<file path="src/rtl/galaga_dl_ctrl.sv">
// rtl/galaga_dl_ctrl.sv - ROM download controller: region decode, registered ROM write, core reset sequencing
module galaga_dl_ctrl #(
    parameter logic [16:0] R1_BASE   = 17'h04000,
    parameter logic [16:0] R2_BASE   = 17'h08000,
    parameter logic [16:0] R3_BASE   = 17'h0C000,
    parameter logic [16:0] TOTAL_LEN = 17'h10000,
    parameter int          HOLD_CYC  = 16
) (
    input  logic        clk_sys,
    input  logic        reset_n,
    input  logic        dl_active,
    input  logic        dl_wr,
    input  logic [16:0] dl_addr,
    input  logic [7:0]  dl_data,
    input  logic        rst_req,
    output logic [3:0]  rom_we,
    output logic [16:0] rom_addr,
    output logic [7:0]  rom_data,
    output logic        core_reset,
    output logic        dl_done,
    output logic        dl_error,
    output logic [16:0] byte_count
);

    typedef enum logic [2:0] {
        S_IDLE,
        S_LOAD,
        S_DRAIN,
        S_HOLD,
        S_READY
    } state_t;

    localparam logic [15:0] HOLD_LD = 16'(HOLD_CYC);
    localparam logic [16:0] CNT_MAX = 17'h1FFFF;

    state_t      r_state;
    state_t      w_next;
    logic [15:0] r_hold_cnt;
    logic        r_from_drain;
    logic [3:0]  r_rom_we;
    logic [16:0] r_rom_addr;
    logic [7:0]  r_rom_data;
    logic        r_core_reset;
    logic        r_dl_done;
    logic        r_dl_error;
    logic [16:0] r_byte_count;

    logic        w_load_entry;
    logic        w_accept;
    logic        w_in_range;
    logic        w_wr_ok;
    logic [3:0]  w_region_we;
    logic [16:0] w_region_base;

    // A write arriving with the dl_active rising edge belongs to the new download.
    assign w_load_entry = dl_active &&
                          (r_state == S_IDLE || r_state == S_HOLD || r_state == S_READY);
    assign w_accept     = dl_wr && (r_state == S_LOAD || w_load_entry);
    assign w_in_range   = (dl_addr < TOTAL_LEN);
    assign w_wr_ok      = w_accept && w_in_range;

    always_comb begin
        w_region_we   = 4'b0001;
        w_region_base = '0;
        if (dl_addr >= R3_BASE) begin
            w_region_we   = 4'b1000;
            w_region_base = R3_BASE;
        end else if (dl_addr >= R2_BASE) begin
            w_region_we   = 4'b0100;
            w_region_base = R2_BASE;
        end else if (dl_addr >= R1_BASE) begin
            w_region_we   = 4'b0010;
            w_region_base = R1_BASE;
        end
    end

    always_ff @(posedge clk_sys or negedge reset_n) begin
        if (!reset_n) begin
            r_state <= S_IDLE;
        end else begin
            r_state <= w_next;
        end
    end

    always_comb begin
        w_next = r_state;
        case (r_state)
            S_IDLE: begin
                if (dl_active) w_next = S_LOAD;
            end
            S_LOAD: begin
                if (!dl_active) w_next = S_DRAIN;
            end
            S_DRAIN: begin
                w_next = S_HOLD;
            end
            S_HOLD: begin
                if (dl_active)                w_next = S_LOAD;
                else if (rst_req)             w_next = S_HOLD;
                else if (r_hold_cnt <= 16'd1) w_next = S_READY;
            end
            S_READY: begin
                if (dl_active)    w_next = S_LOAD;
                else if (rst_req) w_next = S_HOLD;
            end
            default: w_next = S_IDLE;
        endcase
    end

    always_ff @(posedge clk_sys or negedge reset_n) begin
        if (!reset_n) begin
            r_hold_cnt   <= '0;
            r_from_drain <= 1'b0;
            r_core_reset <= 1'b1;
            r_dl_done    <= 1'b0;
        end else begin
            if (r_state == S_DRAIN) begin
                r_hold_cnt <= HOLD_LD;
            end else if ((r_state == S_HOLD || r_state == S_READY) &&
                         w_next == S_HOLD && rst_req) begin
                r_hold_cnt <= HOLD_LD;
            end else if (r_state == S_HOLD && w_next == S_LOAD) begin
                r_hold_cnt <= '0;
            end else if (r_state == S_HOLD && r_hold_cnt != 16'd0) begin
                r_hold_cnt <= r_hold_cnt - 16'd1;
            end

            // dl_done only reports the end of a download, never a plain reset request.
            if (r_state == S_DRAIN) begin
                r_from_drain <= 1'b1;
            end else if (w_load_entry || w_next == S_READY ||
                         (r_state == S_READY && w_next == S_HOLD)) begin
                r_from_drain <= 1'b0;
            end

            r_core_reset <= (w_next != S_READY);
            r_dl_done    <= (r_state == S_HOLD) && (w_next == S_READY) && r_from_drain;
        end
    end

    always_ff @(posedge clk_sys or negedge reset_n) begin
        if (!reset_n) begin
            r_rom_we   <= '0;
            r_rom_addr <= '0;
            r_rom_data <= '0;
        end else begin
            r_rom_we <= w_wr_ok ? w_region_we : 4'b0000;
            if (w_wr_ok) begin
                r_rom_addr <= dl_addr - w_region_base;
                r_rom_data <= dl_data;
            end
        end
    end

    always_ff @(posedge clk_sys or negedge reset_n) begin
        if (!reset_n) begin
            r_byte_count <= '0;
            r_dl_error   <= 1'b0;
        end else if (w_load_entry) begin
            r_byte_count <= w_wr_ok ? 17'd1 : 17'd0;
            r_dl_error   <= w_accept && !w_in_range;
        end else if (r_state == S_LOAD) begin
            if (w_wr_ok && r_byte_count != CNT_MAX) begin
                r_byte_count <= r_byte_count + 17'd1;
            end
            if (w_accept && !w_in_range) begin
                r_dl_error <= 1'b1;
            end
        end else if (r_state == S_DRAIN) begin
            if (r_byte_count != TOTAL_LEN) begin
                r_dl_error <= 1'b1;
            end
        end
    end

    assign rom_we     = r_rom_we;
    assign rom_addr   = r_rom_addr;
    assign rom_data   = r_rom_data;
    assign core_reset = r_core_reset;
    assign dl_done    = r_dl_done;
    assign dl_error   = r_dl_error;
    assign byte_count = r_byte_count;

endmodule
</file>
<file path="config.mk">
export PLATFORM = sky130hd
export DESIGN_NAME = galaga_dl_ctrl
export DESIGN_NICKNAME = d
export VERILOG_FILES = /design/src/rtl/galaga_dl_ctrl.sv
export SDC_FILE = /design/constraint.sdc
export NUM_CORES = 1
export LEC_CHECK = 0
export ABC_AREA = 1
export ABC_CLOCK_PERIOD_IN_PS = 2200
export CORE_ASPECT_RATIO = 1.2
export CORE_MARGIN = 2
export CORE_UTILIZATION = 51
export CTS_CLUSTER_DIAMETER = 50
export DETAILED_ROUTE_END_ITERATION = 8
export GPL_TIMING_DRIVEN = 0
export PLACE_DENSITY = 0.9
export SYNTH_ARGS = -nofsm -noshare
export SYNTH_HDL_FRONTEND = slang
export SYNTH_SLANG_ARGS = --single-unit
</file>
<file path="constraint.sdc">
create_clock -name clk_sys -period 2.2 [get_ports clk_sys]
set_clock_uncertainty 0.15 [all_clocks]
set_input_delay 0.66 -clock clk_sys [delete_from_list [all_inputs] [get_ports clk_sys]]
set_output_delay 0.66 -clock clk_sys [all_outputs]
set_load 0.05 [all_outputs]
</file>
==> metrics.md, run 1 <==
| Metric | Value |
|---|---|
| Routed WL | `10000 um` |
| Die Ht | `96.4 um` |
| Clock power share | `approximately 14%` |
| Largest net degree at the start of global routing | `70` |
| Synth Area in Simple Gates | `around a third` |
| TritonCTS Sinks | `~70` |
| Crit path depth | `2` |
| P_sw | `about 3.3 mW` |
| Sw frac | `roughly half` |
| Starting Density | `52.9%` |
| CTS Hold Bufs | `0` |
| Power density over the cells | `approximately 1300 nW/um^2` |
| Cells after synthesis | `473` |
| GP Congestion | `1.01` |
| CP bufs+invs | `2` |
| Sequential power share | `between 30% and 40%` |
| Global Route Usage Sum | `25.2%` |
| Worst slew pin tran | `0.870 ns` |
| Detailed placement HPWL | `between 6000 and 7000 um` |
| Outcome | `completed` |
| Cell breakdown of the critical path | `buf_4 > clkdlybuf4s15_1` |
| Most area-hungry cell type in the Yosys netlist | `dfrtp_1` |
| Port buffer count | `just under 80` |
| Top cell type's share of synthesized area | `46.9%` |
| Final cell count without fillers | `670` |
| Critical Path RT | `~1.4 ns` |
| Ys Warns | `0` |
| Synth Area in Adders | `under 10%` |
| Leakage | `2.53 nW` |
| Logic pwr share | `a little under three fifths` |
| RSZ-0062 raised after global routing | `true` |
| Die X | `between 80 and 90 um` |
| Worst r2r path cells | `12` |
| Antenna violations before repair | `0` |
| CP max FO | `3` |
| Xor and xnor area share after synthesis | `under 10%` |
| Critical Path Sink Type | `output port` |
| Synthesized net count | `slightly above 500` |
| Final setup viols | `0` |
| Synth Area in Compound Gates | `between 6 and 7%` |
| Placed Instances | `about 640` |
| Register area share after synthesis | `about 48%` |
| # DRC | `0` |
| Min cycle time layout | `about 2.2 ns` |
| Clock transition at the registers of the reported paths | `roughly 0.070 ns` |
| Layout fillers | `roughly 530` |
| Yosys reg bits | `69` |
| Reg area | `approximately 1700 um^2` |
| Top achievable clock speed | `around 0.46 GHz` |
| P_int | `3.19 mW` |
| Setup CP Type | `register to output port` |
| Final worst path period share | `between 90% and 100%` |
| Mapped Avg Cell Area | `7.66 um^2` |
| CTS tree | `yes` |
| Critical path's largest stage delay | `0.45 ns` |
| Grt total ovfl | `0` |
| Peak supply drop | `around 1.0 mV` |
| Diodes inserted | `0` |
| Fin util | `between 70 and 80%` |
| Worst endpoint data arrival time | `approximately 1.4 ns` |
| Number of distinct library cells after synthesis | `33` |
| IO Pins | `79` |
| Layout cells sized above 1 | `about 16%` |
| Worst skew pair latency | `approximately 0.35 ns` |
| Syn Std Cell Area | `3620 um^2` |
| Top cells by area, synth | `dfrtp_1, nand2_1, nor2_1` |
| Crit start category | `register` |
| Total CTS buffers | `9` |
| Core area | `6850 um^2` |
| Detailed Routing Iterations Pass 1 | `7` |
| Area of the multi-input gates | `~1800 um^2` |
| Layout area overhead | `36.2%` |
| Layout Nets | `616` |
| Row Count | `33` |
| Final hold viol count | `0` |
| Worst path top cell family by delay | `buffers and inverters` |
| Max Slew Vio Count | `0` |
| CTS root buf | `clkbuf_8` |
| Routed Antenna Nets | `0` |
| Slowest cell on the critical path | `dfrtp_2` |
| Max cap viols | `0` |
| Clock Path Buffers | `2` |
| DR vias/cell | `approximately 5.5` |
| Sum Neg Setup Slack | `0 ns` |
| Initial drt markers | `about 310` |
| R2R Setup Slk | `about 0.060 ns` |
| WL/cell | `around 15 um` |
| Hold crit path type | `input pin to asynchronous set/reset pin` |
| Multiplexer area fraction after synthesis | `0%` |
| Max_slew headroom | `roughly two fifths` |
| Via Count | `around 3700` |
| H-tree Lvls | `3` |
| Total die area | `between 7000 and 8000 um^2` |
| First-pass GRT wire length | `between 15000 and 20000 um` |
| Vias in the first global route | `3371` |
| Largest family of logic cells by synthesized area | `simple AND/OR/NAND/NOR gates` |
[worst paths after layout]
check	start	endpoint
min in group clk_sys	rom_data[0]	rom_data[0]
worst max-delay path	byte_count[0]	byte_count[0]
worst min-delay path	reset_n	r_from_drain
max in group asynchronous	reset_n	byte_count[4]
worst min register to register	rom_data[0]	rom_data[0]
worst max register to register	byte_count[0]	byte_count[7]
[worst reg2reg max path, cell delays in order (launching register included)]
cell	delay, ns
dfrtp_2	0.45
ha_4	0.19
nand3_4	0.10
inv_4	0.05
nand3_2	0.08
nor3_2	0.04
ha_2	0.19
nor4_4	0.23
nand2_2	0.13
inv_2	0.11
buf_6	0.13
nand4_1	0.07
o21ai_1	0.14
[metal layers]
layer / up-vias / share of wire [%] / GRT usage (%)
li1: 1724 / - / -
met4: 0 / 4.2 / 11.3
met1: 1711 / 37 / 29.7
met2: 179 / 51 / 43.0
met3: 43 / 8.3 / 6.75
met5: - / 0 / 0
[synth_stat cells (all sizes together)]
library cell and instances:
nand3 31, ha 7, nor3 13, dfstp 1, nor2 53, nand4 17, nand2 166, o31ai 2
clkbuf 7, a31oi 1, dfrtp 68, o21ai 16, nor3b 1, a21oi 14, fa 1, xnor2 4
buf 3, o211ai 1, or2 1, nor4 5, a211oi 1, inv 49, nand3b 2, xor2 8
a22oi 1
[timing repair]
item	CTS	global route
cloned	0	2
pin swaps	2	11
buffers inserted	5	9
gates resized for setup	65	59
setup endpoints to repair	110	70
[cells by family after synthesis]
group	Yosys count
flip-flops	69
adder cells (fa/ha/maj)	8
buffers and inverters	59
XOR/XNOR	12
AND/OR/NAND/NOR	289
AO/OA/AOI/OAI	36
[layout make-up]
class                      instances  area share, %
buffer                            10           1.42
clock buffer                      10           2.58
clock inverter                     6          0.811
inverter                          49           3.78
multi-input combinational        345           36.7
sequential                        69           35.2
tap                               87           2.20
timing repair buffer              94           17.3
[power by group through the flow]
stage / logic (mW) / registers (mW) / clock network (mW)
2_1_floorplan: 1.53 / 2.84 / 0
3_3_place_gp: 3.32 / 1.98 / 0
3_5_place_dp: 3.43 / 1.99 / 0
4_1_cts: 3.35 / 1.97 / 0.918
5_1_grt: 3.91 / 2.05 / 0.974
6_report: 3.61 / 2.00 / 0.902
[metrics by stage]
stage	total power, mW	cell area, um^2	hold WS, ns	worst slack (ns)
after floorplan	4.37	3630	0.214	-0.0193
after detailed placement	5.42	4520	0.312	-0.708
final	6.52	4940	0.265	0.0135
after CTS	6.23	4700	0.315	0.00160
after global routing	6.93	4940	0.344	-0.0736
after global placement	5.30	4520	0.305	-2.24
[state kept, by name, summed over array words and instances, names as in the netlist]
name and count:
dl_done 1, r_from_drain 1, rom_addr 17, rom_we 4, dl_error 1, core_reset 1, r_hold_cnt 16, r_state 3
byte_count 17, rom_data 8
[cells in the final DEF, fill, tap and decap left out, types with 3 or more instances in the layout]
cell             count
nand2_1            158
dfrtp_1             59
nor2_1              48
dlygate4sd2_1       43
inv_1               37
nand3_1             27
clkdlybuf4s50_1     26
nand4_1             17
buf_4               16
a21oi_1             13
inv_2               11
dfrtp_2              9
clkbuf_8             9
nor3_1               8
o21ai_0              8
o21ai_1              8
xor2_1               8
clkbuf_2             7
nand2_2              6
clkdlybuf4s15_1      5
nor2_2               4
nor3_2               4
xnor2_1              4
nor4_1               4
ha_1                 4
nand3_4              3
clkbuf_1             3
clkinv_2             3
No activity file was read; power rests on OpenSTA's default activity.
==> run 2, diff against run 1 <==
Settings changed: CORE_UTILIZATION 51 to 53, DONT_BUFFER_PORTS set to 1, PLACE_DENSITY 0.9 to 0.78.
==> metrics.md, run 2 (synthesis results as in run 1) <==
| Metric | Value |
|---|---|
| Outcome | `complete, but fails checks` |
| Failing checks | `negative hold slack, negative setup slack` |
| Reg-to-Reg Start | `byte_count[0]` |
| Antenna violations before repair | `0` |
| WL/cell | `approximately 15 um` |
| Layout cells sized above 1 | `between 10% and 20%` |
| Critical Path RT | `about 2.3 ns` |
| Final cell count without fillers | `approximately 600` |
| Total die area | `approximately 7500 um^2` |
| GP Congestion | `between 0.9 and 1` |
| Critical Path Sink Type | `register` |
| Met3 Resource Use GR | `5.74%` |
| CP max FO | `10` |
| Min cycle time layout | `~2.2 ns` |
| P_sw | `3.19 mW` |
| Die X | `about 79 um` |
| P_int | `approximately 3.2 mW` |
| Worst hold slack | `-0.147 ns` |
| Final hold viol count | `~70` |
| Row Count | `33` |
| Largest net degree at the start of global routing | `70` |
| Most common cell after layout, fill and taps aside | `nand2_1` |
| Power density over the cells | `between 1000 and 1500 nW/um^2` |
| Placed Instances | `560` |
| Port buffer count | `0` |
| Sequential power share | `a little under half` |
| Commonest non-fill, non-tap cells in the layout | `nand2_1, dfrtp_1, nor2_1` |
| Routed Antenna Nets | `0` |
| Max Slew Vio Count | `0` |
| Diodes inserted | `0` |
| IO Pins | `between 70 and 80` |
| Crit start category | `register` |
| TritonCTS Sinks | `just under 70` |
| Top achievable clock speed | `between 0.4 and 0.5 GHz` |
| Setup CP Type | `register to register` |
| Worst endpoint data arrival time | `around 2.3 ns` |
| Met2 usage | `about two fifths` |
| Core area | `slightly below 7000 um^2` |
| Detailed Routing Iterations Pass 1 | `5` |
| RSZ-0062 raised after global routing | `true` |
| Layout Nets | `approximately 540` |
| Capture point of the worst reg-to-reg path | `byte_count[3]` |
| R2R Setup Slk | `-0.05 ns` |
| Starting Density | `between 50% and 60%` |
| Logic pwr share | `about a third` |
| Leakage | `2.10 nW` |
| Final setup margin | `-0.0469 ns` |
| Most Crowded Layer GR | `met2` |
| Max cap viols | `0` |
| Max_slew headroom | `59.0%` |
| H-tree Lvls | `3` |
| Sum Neg Setup Slack | `-0.263 ns` |
| GR Layer Usage met1 | `~28%` |
| Layout area overhead | `19.0%` |
| Clock Path Buffers | `2` |
| Initial drt markers | `around 250` |
| CTS tree | `yes` |
| Worst slew pin tran | `0.616 ns` |
| # DRC | `0` |
| Routed WL | `around 8900 um` |
| Global Route Usage Sum | `23.4%` |
| Via Count | `3244` |
| Peak supply drop | `approximately 0.70 mV` |
| Final worst path period share | `102%` |
| Sw frac | `49.6%` |
| Worst r2r path cells | `12` |
| Clock transition at the registers of the reported paths | `approximately 0.07 ns` |
| Final setup viols | `11` |
| DR vias/cell | `~5.5` |
| Fin util | `roughly 64%` |
| Detailed placement HPWL | `a little under 6000 um` |
| Grt total ovfl | `0` |
| CTS root buf | `clkbuf_8` |
| Clock power share | `19.5%` |
| Worst skew pair latency | `~0.35 ns` |
| First-pass GRT wire length | `between 10000 and 15000 um` |
| Hold crit path type | `input pin to asynchronous set/reset pin` |
| Total CTS buffers | `9` |
| Die Ht | `between 90 and 100 um` |
| Vias in the first global route | `roughly 3000` |
run 2: layout make-up:
type | instances | area (um^2)
Fill cell | 532 | 2420
Multi-Input combinational cell | 345 | 1810
Sequential cell | 69 | 1760
Inverter | 49 | 190
Timing Repair Buffer | 16 | 145
Clock buffer | 9 | 124
Clock inverter | 6 | 113
Tap cell | 87 | 109
Buffer | 10 | 62.6
run 2: what timing repair did:
| item | CTS | global route |
|---|---|---|
| endpoints found under the hold margin | 69 | 69 |
| buffers inserted | 7 | 8 |
| gates cloned | 0 | 1 |
| endpoints found under the setup margin | 37 | 62 |
| pin swaps | 3 | 4 |
| resized for setup | 33 | 34 |
run 2: metal layers:
metal / part of all wire (%) / wire length [um]
met5: 0 / 0
met4: 2.9 / 261
met3: 5.1 / 452
met2: 52 / 4570
met1: 40 / 3580
run 2: power by group through the flow:
stage	registers, mW	clock network (mW)	logic (mW)
final	2.94	1.25	2.23
after global routing	2.99	1.32	2.53
after CTS	2.93	1.27	1.98
after detailed placement	2.94	0	1.88
after global placement	2.94	0	1.81
after floorplan	2.84	0	1.53
run 2: stage by stage:
stage	power, mW	instance area (um^2)	setup slack (ns)
final	6.42	4310	-0.0469
after global routing	6.84	4310	-0.180
after CTS	6.19	4140	-0.0193
after detailed placement	4.82	3740	-0.367
after global placement	4.75	3740	-0.358
after floorplan	4.37	3630	-0.0193
run 2: critical path, stage by stage (launching register included):
cell and delay, ns:
dfrtp_2 0.58, ha_4 0.21, nand3_4 0.08, inv_2 0.09
nand3_2 0.08, nor3_2 0.13, ha_2 0.22, nor4_4 0.04
nand2_2 0.12, nand2_4 0.10, buf_6 0.16, a21oi_2 0.12
nor2_1 0.05
run 2: worst max-delay path by stage:
stage	from	to	slack [ns]	cells after the start
floorplan	byte_count[11]	byte_count[3]	-0.02	11
global placement	byte_count[11]	byte_count[3]	-0.36	11
detailed placement	byte_count[2]	byte_count[11]	-0.37	11
CTS	byte_count[0]	byte_count[12]	-0.02	12
global route	byte_count[8]	byte_count[3]	-0.18	11
finish	byte_count[0]	byte_count[3]	-0.05	12
